`src/rtl/counter_pkg.sv`:
```
// Shared constants and direction encoding for the up/down modulo counter.
//   DEFAULT_WIDTH   : default counter bit width
//   DEFAULT_MODULUS : default count range (0..MODULUS-1)
//   dir_e           : count direction encoding (DIR_DOWN=0, DIR_UP=1)
package counter_pkg;

    localparam int unsigned DEFAULT_WIDTH   = 4;
    localparam int unsigned DEFAULT_MODULUS = 10;

    typedef enum logic {
        DIR_DOWN = 1'b0,
        DIR_UP   = 1'b1
    } dir_e;

endpackage : counter_pkg

```
`src/rtl/t_cell.sv`:
```
// Single-bit toggle register used as one bit of the counter.
// Holds no knowledge of the modulus; the top decides which bits toggle.
// Ports:
//   clk     : clock, rising edge
//   reset   : synchronous active-high reset (q -> 0)
//   load_en : load d on this edge (overrides toggle)
//   d       : load data
//   t       : toggle enable (q -> ~q)
//   q       : registered bit value
module t_cell (
    input  logic clk,
    input  logic reset,
    input  logic load_en,
    input  logic d,
    input  logic t,
    output logic q
);

    // Priority: reset > load > toggle > hold
    always_ff @(posedge clk) begin
        if (reset) begin
            q <= 1'b0;
        end else if (load_en) begin
            q <= d;
        end else begin
            q <= q ^ t;
        end
    end

endmodule : t_cell

```
`src/rtl/updown_mod_counter.sv`:
```
// Up/down modulo-MODULUS counter built from per-bit toggle cells.
// Optional macro UPDOWN_COUNTER_GRAY_OUT_EN adds a registered Gray-coded copy
// of the count (count_gray); without it the port is absent.
// Parameters:
//   WIDTH   : counter width (2..16)
//   MODULUS : count range 0..MODULUS-1 (2..2**WIDTH)
// Ports:
//   clk        : clock, rising edge
//   reset      : synchronous active-high reset
//   en         : count enable
//   up_dn      : 1 = up, 0 = down
//   load       : synchronous parallel load request (beats en)
//   load_val   : value to load (values >= MODULUS load 0)
//   count      : registered current count
//   t_vec      : combinational per-bit toggle enables (count ^ next_count)
//   tc         : combinational terminal-count flag
//   count_gray : registered Gray code of count (macro only)
//   wrap       : registered one-cycle pulse after a wrap-around edge
module updown_mod_counter
    import counter_pkg::*;
#(
    parameter int unsigned WIDTH   = DEFAULT_WIDTH,
    parameter int unsigned MODULUS = DEFAULT_MODULUS
) (
    input  logic             clk,
    input  logic             reset,
    input  logic             en,
    input  logic             up_dn,
    input  logic             load,
    input  logic [WIDTH-1:0] load_val,
    output logic [WIDTH-1:0] count,
    output logic [WIDTH-1:0] t_vec,
    output logic             tc,
`ifdef UPDOWN_COUNTER_GRAY_OUT_EN
    output logic [WIDTH-1:0] count_gray,
`endif
    output logic             wrap
);

    // One extra bit so MODULUS == 2**WIDTH is representable
    localparam logic [WIDTH:0]   MOD_EXT = (WIDTH+1)'(MODULUS);
    localparam logic [WIDTH-1:0] MAX_VAL = WIDTH'(MODULUS - 1);

    dir_e             dir;
    logic [WIDTH-1:0] load_data;
    logic [WIDTH-1:0] next_count;
    logic             at_wrap;

    assign dir = dir_e'(up_dn);

    // Out-of-range load values collapse to 0
    assign load_data = ({1'b0, load_val} >= MOD_EXT) ? '0 : load_val;

    // Wrap point depends on direction
    always_comb begin
        at_wrap = 1'b0;
        case (dir)
            DIR_UP:   at_wrap = (count == MAX_VAL);
            DIR_DOWN: at_wrap = (count == '0);
            default:  at_wrap = 1'b0;
        endcase
    end

    // Functional next count (reset handled inside the registers)
    always_comb begin
        next_count = count;
        if (load) begin
            next_count = load_data;
        end else if (en) begin
            case (dir)
                DIR_UP:   next_count = at_wrap ? '0 : count + WIDTH'(1);
                DIR_DOWN: next_count = at_wrap ? MAX_VAL : count - WIDTH'(1);
                default:  next_count = count;
            endcase
        end
    end

    assign t_vec = count ^ next_count;
    assign tc    = en & ~load & at_wrap;

    for (genvar i = 0; i < int'(WIDTH); i++) begin : g_bit
        t_cell u_cell (
            .clk     (clk),
            .reset   (reset),
            .load_en (load),
            .d       (load_data[i]),
            .t       (t_vec[i]),
            .q       (count[i])
        );
    end

    // Wrap pulse follows any edge taken while tc was high
    always_ff @(posedge clk) begin
        if (reset) begin
            wrap <= 1'b0;
        end else begin
            wrap <= tc;
        end
    end

`ifdef UPDOWN_COUNTER_GRAY_OUT_EN
    // Gray register tracks next_count so it stays in phase with count
    always_ff @(posedge clk) begin
        if (reset) begin
            count_gray <= '0;
        end else begin
            count_gray <= next_count ^ (next_count >> 1);
        end
    end
`endif

endmodule : updown_mod_counter

```
`config.mk`:
```
export PLATFORM = sky130hd
export DESIGN_NAME = updown_mod_counter
export DESIGN_NICKNAME = d
export VERILOG_FILES = /design/src/rtl/counter_pkg.sv /design/src/rtl/t_cell.sv /design/src/rtl/updown_mod_counter.sv
export SDC_FILE = /design/constraint.sdc
export NUM_CORES = 1
export LEC_CHECK = 0
export BUFFER_PORTS_ARGS = -buffer_cell sky130_fd_sc_hd__buf_2
export CAP_MARGIN = 0
export CORE_AREA = 2 2 42 44
export DETAILED_ROUTE_END_ITERATION = 6
export DIE_AREA = 0 0 44 46
export PLACE_DENSITY = 0.65
export SYNTH_ARGS = -nofsm -noshare
export SYNTH_HDL_FRONTEND = slang
export SYNTH_HIERARCHICAL = 1
export SYNTH_SLANG_ARGS = --single-unit
```
`constraint.sdc`:
```
create_clock -name clk -period 4.16 [get_ports clk]
set_input_delay 0.208 -clock clk [delete_from_list [all_inputs] [get_ports clk]]
set_output_delay 0.208 -clock clk [all_outputs]
set_load 0.03 [all_outputs]
```
# Yosys cells after proc, flatten, opt, wreduce, memory -nomap -nowiden
# Cells that the tools add are included.
[totals] in_bits=9 reg_bits=5 output_inout_bits=10 word_cells=30
[op_classes] magnitude_cmp=1 n_mux=11 bitwise_logic=9 reduce_logical=1 eq_ne=1 add_sub_neg=2
[op_table] operator="2-to-1 mux 4 bit" count=5
[op_table] operator="case mux 4 bit (2 select lines)" count=1
[op_table] operator="adder 4 x 1 -> 4 bit, second input constant" count=1
[op_table] operator="equality test 4 bit, second input constant" count=1
[op_table] operator="greater-or-equal comparator 4 bit, second input constant" count=1
[op_table] operator="zero test 4 bit" count=1
[op_table] operator="2-to-1 mux 1 bit" count=4
[op_table] operator="subtractor 4 x 1 -> 4 bit, second input constant" count=1
[op_table] operator="bitwise XOR 1 bit" count=4
[op_table] operator="bitwise XOR 4 bit" count=1
[op_table] operator="AND 1 bit" count=2
[op_table] operator="inverter 1 bit" count=2
[op_table] operator="case mux 1 bit (2 select lines)" count=1

# Depth between registers and ports, before layout
[depth] ltp_word=9 mapped_depth=9 mapped_depth_nobuf=9

# Cells and area by module
# Netlist, hierarchy kept.
[by_module_without_submodules] mod="updown_mod_counter" cells_per_inst=51 instances=1 area_per_inst_um2=376.6 seq_area_each_um2=20.0
[by_module_without_submodules] mod="t_cell" cells_per_inst=5 instances=4 area_per_inst_um2=51.3 seq_area_each_um2=20.0

# Worst setup path after synthesis
# No wires, ideal clock.
[synth_path] path_kind="register to register" startpoint="register g_bit[1].u_cell.q" endpoint="register g_bit[2].u_cell.q" arrival_time_ns=2.638 setup_ns=0.080 slack_ns=1.443 path_buffers=0 path_stages_with_launch=8 synth_period_minus_slack_ns=2.717 required_ns=4.080 path_cell_list="dfxtp_1 -> inv_1 -> ha_1 -> or3b_4 -> a21oi_4 -> o32ai_1 -> xnor2_1 -> a211oi_2"
[synth_via] elab_chain_len=9 word_cells_on_any_way=13 cone_classes="2 x add/sub; 1 x eq/ne; 7 x mux; 2 x bitwise; 1 x reduce/logical"
[synth_lines] element="from (decl)" line_no="t_cell.sv:16" source="output logic q"
[synth_lines] element="from (signal assigned)" line_no="t_cell.sv:26" source="q <= q ^ t;"
[synth_lines] element="branches (longest 3 deep; another with subtractor 4 x 1 -> 4 bit)"
[synth_lines] element="case mux 4 bit (2 select lines) *" line_no="updown_mod_counter.sv:70" source="case (dir)"
[synth_lines] element="2-to-1 mux 4 bit *" line_no="updown_mod_counter.sv:69" source="end else if (en) begin"
[synth_lines] element="2-to-1 mux 4 bit *" line_no="updown_mod_counter.sv:67" source="if (load) begin"
[synth_lines] element="bitwise XOR 4 bit *" line_no="updown_mod_counter.sv:78" source="assign t_vec = count ^ next_count;"
[synth_lines] element="via t_vec[2]" line_no="updown_mod_counter.sv:32" source="output logic [WIDTH-1:0] t_vec,"
[synth_lines] element="bitwise XOR 1 bit *" line_no="t_cell.sv:26"
[synth_lines] element="2-to-1 mux 1 bit *" line_no="t_cell.sv:23" source="end else if (load_en) begin"
[synth_lines] element="to (signal assigned)" line_no="t_cell.sv:26"
[synth_lines] element="to (decl)" line_no="t_cell.sv:16"
# Mark *: on every way through the listed nets, which the timed path passes.
# A chain may end at the register's enable or synchronous reset.

# Final worst setup path
[layout_path] startpoint="register g_bit[1].u_cell.q" endpoint="output port t_vec[1]"
[layout_via] elab_chain_len=7 word_cells_on_any_way=11 cone_classes="2 x add/sub; 1 x eq/ne; 6 x mux; 1 x bitwise; 1 x reduce/logical"
[layout_lines] element="branches (longest 6 deep; another with subtractor 4 x 1 -> 4 bit)"
[layout_lines] element="bitwise XOR 4 bit *" line_no="updown_mod_counter.sv:78"
[layout_lines] element="to (decl)" line_no="updown_mod_counter.sv:32"
# Every way passes the cells marked *.

==> impl_summary.log <==
[metrics] run status: finished clean
[metrics] vias per cell: between 5 and 6
[metrics] DIE HEIGHT: 46 um
[metrics] Mapped Avg Cell Area: 8.19 um^2
[metrics] static leakage: between 0.3 and 0.4 nW
[metrics] yosys synthesis warning count: 6
[metrics] antenna cells: 0
[metrics] flip-flop and latch area: about 100 um^2
[metrics] aggregate negative setup slack: 0 ns
[metrics] worst hold slack: ~0.23 ns
[metrics] number of setup violations in the final report: 0
[metrics] gate family responsible for the most delay along the worst path: compound AO/OA/AOI/OAI gates
[metrics] Fill cells: around 160
[metrics] Post-synth EDFFs: 0
[metrics] Mapped Area: about 580 um^2
[metrics] startpoint type of the worst setup path: register
[metrics] unrepaired setup endpoints after global routing: no
[metrics] kind of capture point of the worst setup path: output pin
[metrics] Final Routed Wirelength: approximately 1400 um
[metrics] clock latency on the worst-skew pair: approximately 0.24 ns
[metrics] arrival time of data at the critical path endpoint: around 2.2 ns
[metrics] maximum level of the CTS H-tree: 1
[metrics] cell type of the slowest stage on the worst timing path: sky130_fd_sc_hd__dfxtp_1
[metrics] Adder-Cell Fraction of Synth Area: 0.0645
[metrics] number of max-slew violations in the final report: 0
[metrics] path category of the worst min-delay check: input port to register
[metrics] post_cts resized: 0
[metrics] Relative slew margins: 0.725
[metrics] power per unit of standard cell area: between 300 and 400 nW/um^2
[metrics] predominant post-synthesis flop cell: sky130_fd_sc_hd__dfxtp_1
[metrics] number of hold buffers added after cts: 0
[metrics] number of global-route vias before repair: around 550
[metrics] ANT nets after route: 0
[metrics] highest net fanout along the worst path: 9
[metrics] Post-Synth Simple-Gate Area: 0.252
[metrics] Die ar.: 2020 um^2
[metrics] pin count of the biggest net entering global routing: 17
[metrics] CTS tree: yes
[metrics] stage delay of the slowest cell on the critical path: around 0.4 ns
[metrics] number of cell rows: 15
[metrics] post-synth net total: 83
[metrics] total count of hold-check failures in the final report: 0
[metrics] Pre-antenna DRT Iters: 4
[metrics] residual DRC count: 0
[metrics] clock sink count: 5
[metrics] total clock buffers created by CTS: 3
[metrics] fraction of synthesis flops using an asynchronous set or reset pin: 0
[metrics] clock transition time at the flip-flop clock pins of the worst setup and hold paths: 0.05 ns
[metrics] area fraction of the dominant cell type after synthesis: 0.172
[metrics] routability cong.: 0.822
[metrics] cell at the root of the clock tree: sky130_fd_sc_hd__clkbuf_4
[metrics] number of instances in the placed design: 104
[metrics] grt total ovfl: 0
[metrics] overall track demand over capacity in global routing: 0.153
[metrics] Synth area leaders: sky130_fd_sc_hd__dfxtp_1 (17%), sky130_fd_sc_hd__a211oi_2 (11%), sky130_fd_sc_hd__xnor2_1 (7.5%), sky130_fd_sc_hd__ha_1 (6.5%), sky130_fd_sc_hd__nor2b_1 (6.5%)
[metrics] number of nets in the layout: ~100
[metrics] Post-Synthesis Cells: 71
[metrics] Die Wd: roughly 44 um
[metrics] wire length of the first global-routing pass: 2240 um
[metrics] area overhead of the layout relative to synthesis: 20.4%
[metrics] maximum ir drop on the vdd rail: between 0.00015 and 0.0002 V
[metrics] Critical Path, Cell by Cell: inv_1 > ha_1 > or3b_4 > a21oi_4 > o21ai_0 > a31oi_1 > buf_2
[metrics] Initial DRC Count: 14
[metrics] fin crit share: 0.572
[metrics] post-route minimum period: about 2.4 ns
[metrics] maximum clock frequency: about 420 MHz
[metrics] post-synth top area cell: sky130_fd_sc_hd__dfxtp_1
[metrics] combined area of the multi-input logic cells: between 400 and 500 um^2
[metrics] I/O pin cnt: 19
[metrics] sequential fraction of the synthesis area: 0.172
[metrics] core region area: 1610 um^2
[metrics] Buf/Inv on CP: 2
[metrics] flip-flop and latch count after synthesis: 5
[metrics] slew at the pin closest to its max-slew limit: slightly above 0.4 ns
[metrics] Critical Path RT: 3.95 ns
[metrics] total via count after detailed routing: 590
[metrics] number of cells in the finished layout apart from fillers: 108
[metrics] max-cap viol count: 0
[metrics] antenna violations before repair: 0
[metrics] Max Clock Skew: 0.00111 ns
[metrics] post-CTS setup-driven buffer insertion count: 0
[metrics] library cells used by synthesis: 32
[metrics] wire per inst: roughly 13 um
[metrics] Max Buffers Root-to-Sink: 2
[metrics] multiplexer share of the synthesized area: 0.0172
[metrics] complex-gate fraction of the synthesized area: 0.320
[metrics] Crit Path Class: register to output pin
[metrics] fraction of final layout cells with drive strength greater than 1: 0.330
[metrics] combinational family with the most area after synthesis: compound AO/OA/AOI/OAI gates
[metrics] Detailed Place HPWL: around 1100 um
[metrics] count of buffers inserted at the top-level ports: 18
[metrics] synthesized-area fraction occupied by xor and xnor cells: 0.0903
[metrics] initial standard-cell utilization of the core: 0.360
cell type report:
| class | count | area share |
|---|---|---|
| multi-input combinational | 56 | 0.618 |
| sequential | 5 | 0.143 |
| timing repair buffer | 18 | 0.129 |
| inverter | 8 | 0.0429 |
| clock buffer | 4 | 0.0375 |
| tap | 17 | 0.0304 |
stage by stage:
stage	cell area (um^2)	power, mW	util	setup slack, ns
floorplan	582	0.135	-	1.44
global placement	674	0.156	0.418	2.09
detailed placement	674	0.158	0.418	2.04
CTS	701	0.218	0.434	1.77
global route	701	0.230	0.434	1.64
finish	701	0.216	0.434	1.78
worst paths after layout:
check	depth (start not counted)	slack (ns)	endpoint	start
min reg2reg	2	0.72	g_bit[0].u_cell/q$_SDFF_PP0_	g_bit[0].u_cell/q$_SDFF_PP0_
max reg2reg	9	2.06	g_bit[1].u_cell/q$_SDFF_PP0_	g_bit[1].u_cell/q$_SDFF_PP0_
min	2	0.23	g_bit[2].u_cell/q$_SDFF_PP0_	reset
max	7	1.78	t_vec[1]	g_bit[1].u_cell/q$_SDFF_PP0_
worst register-to-register path, cell delays in order, from the launching register on:
cell                       delay [ns]
sky130_fd_sc_hd__dfxtp_1         0.40
sky130_fd_sc_hd__inv_1           0.14
sky130_fd_sc_hd__ha_1            0.19
sky130_fd_sc_hd__or3b_4          0.41
sky130_fd_sc_hd__a21oi_4         0.16
sky130_fd_sc_hd__nor3_2          0.07
sky130_fd_sc_hd__a211oi_2        0.19
sky130_fd_sc_hd__a31oi_1         0.08
sky130_fd_sc_hd__xnor2_1         0.17
sky130_fd_sc_hd__a211oi_2        0.22
synthesized netlist by cell type, types with 2 or more instances:
| master | number |
|---|---|
| sky130_fd_sc_hd__a211oi_2 | 5 |
| sky130_fd_sc_hd__a21oi_1 | 5 |
| sky130_fd_sc_hd__a31oi_1 | 2 |
| sky130_fd_sc_hd__and2b_1 | 2 |
| sky130_fd_sc_hd__dfxtp_1 | 5 |
| sky130_fd_sc_hd__ha_1 | 3 |
| sky130_fd_sc_hd__inv_1 | 8 |
| sky130_fd_sc_hd__nand2_1 | 2 |
| sky130_fd_sc_hd__nor2_1 | 2 |
| sky130_fd_sc_hd__nor2b_1 | 6 |
| sky130_fd_sc_hd__nor3b_1 | 2 |
| sky130_fd_sc_hd__o21ai_0 | 4 |
| sky130_fd_sc_hd__o32ai_1 | 2 |
| sky130_fd_sc_hd__xnor2_1 | 5 |
flip-flops by register name (all words and copies together) (netlist names):
signal / cells
g_bit.u_cell/q: 4
wrap: 1
cells in the final DEF, fill, tap and decap left out:
| cell | n |
|---|---|
| sky130_fd_sc_hd__nand2_1 | 2 |
| sky130_fd_sc_hd__o31ai_1 | 1 |
| sky130_fd_sc_hd__nor3_1 | 1 |
| sky130_fd_sc_hd__nor4_1 | 1 |
| sky130_fd_sc_hd__or3_1 | 1 |
| sky130_fd_sc_hd__a311o_1 | 1 |
| sky130_fd_sc_hd__a211oi_2 | 5 |
| sky130_fd_sc_hd__xor2_1 | 1 |
| sky130_fd_sc_hd__or3b_4 | 1 |
| sky130_fd_sc_hd__a21oi_4 | 1 |
| sky130_fd_sc_hd__and2b_1 | 2 |
| sky130_fd_sc_hd__ha_1 | 3 |
| sky130_fd_sc_hd__nor3b_1 | 2 |
| sky130_fd_sc_hd__buf_2 | 18 |
| sky130_fd_sc_hd__clkbuf_4 | 3 |
| sky130_fd_sc_hd__dfxtp_1 | 5 |
| sky130_fd_sc_hd__inv_1 | 8 |
| sky130_fd_sc_hd__nor2b_1 | 6 |
| sky130_fd_sc_hd__o21ai_0 | 4 |
| sky130_fd_sc_hd__nand3_1 | 1 |
| sky130_fd_sc_hd__and2_1 | 1 |
| sky130_fd_sc_hd__o32ai_1 | 2 |
| sky130_fd_sc_hd__and2_2 | 1 |
| sky130_fd_sc_hd__xnor2_1 | 5 |
| sky130_fd_sc_hd__clkbuf_1 | 1 |
| sky130_fd_sc_hd__nor3_2 | 1 |
| sky130_fd_sc_hd__nand2b_1 | 1 |
| sky130_fd_sc_hd__a21o_1 | 1 |
| sky130_fd_sc_hd__o21bai_1 | 1 |
| sky130_fd_sc_hd__nor2_1 | 2 |
| sky130_fd_sc_hd__a21oi_1 | 5 |
| sky130_fd_sc_hd__a31oi_1 | 2 |
| sky130_fd_sc_hd__mux2i_1 | 1 |
kinds of logic (layout without fill, tap and decap cells):
logic type	Yosys count	after routing
XOR/XNOR	6	6
flip-flops	5	5
AO/OA/AOI/OAI	23	23
buffers and inverters	10	30
adder cells (fa/ha/maj)	3	3
AND/OR/NAND/NOR	23	23
multiplexers	1	1
metal layers:
| layer | GRT usage | share of wire | vias to the layer above |
|---|---|---|---|
| met5 | 0 | 0 | - |
| met4 | 0.0727 | 0 | 0 |
| met3 | 0.0238 | 0.048 | 0 |
| met2 | 0.268 | 0.50 | 17 |
| met1 | 0.182 | 0.45 | 278 |
| li1 | - | - | 295 |
power by group:
part	internal [mW]	total [mW]	switching [mW]
Sequential	0.0519	0.0621	0.0102
Clock	0.0365	0.0593	0.0228
Combinational	0.0379	0.0950	0.0572
(Power assumes the default switching activity.)
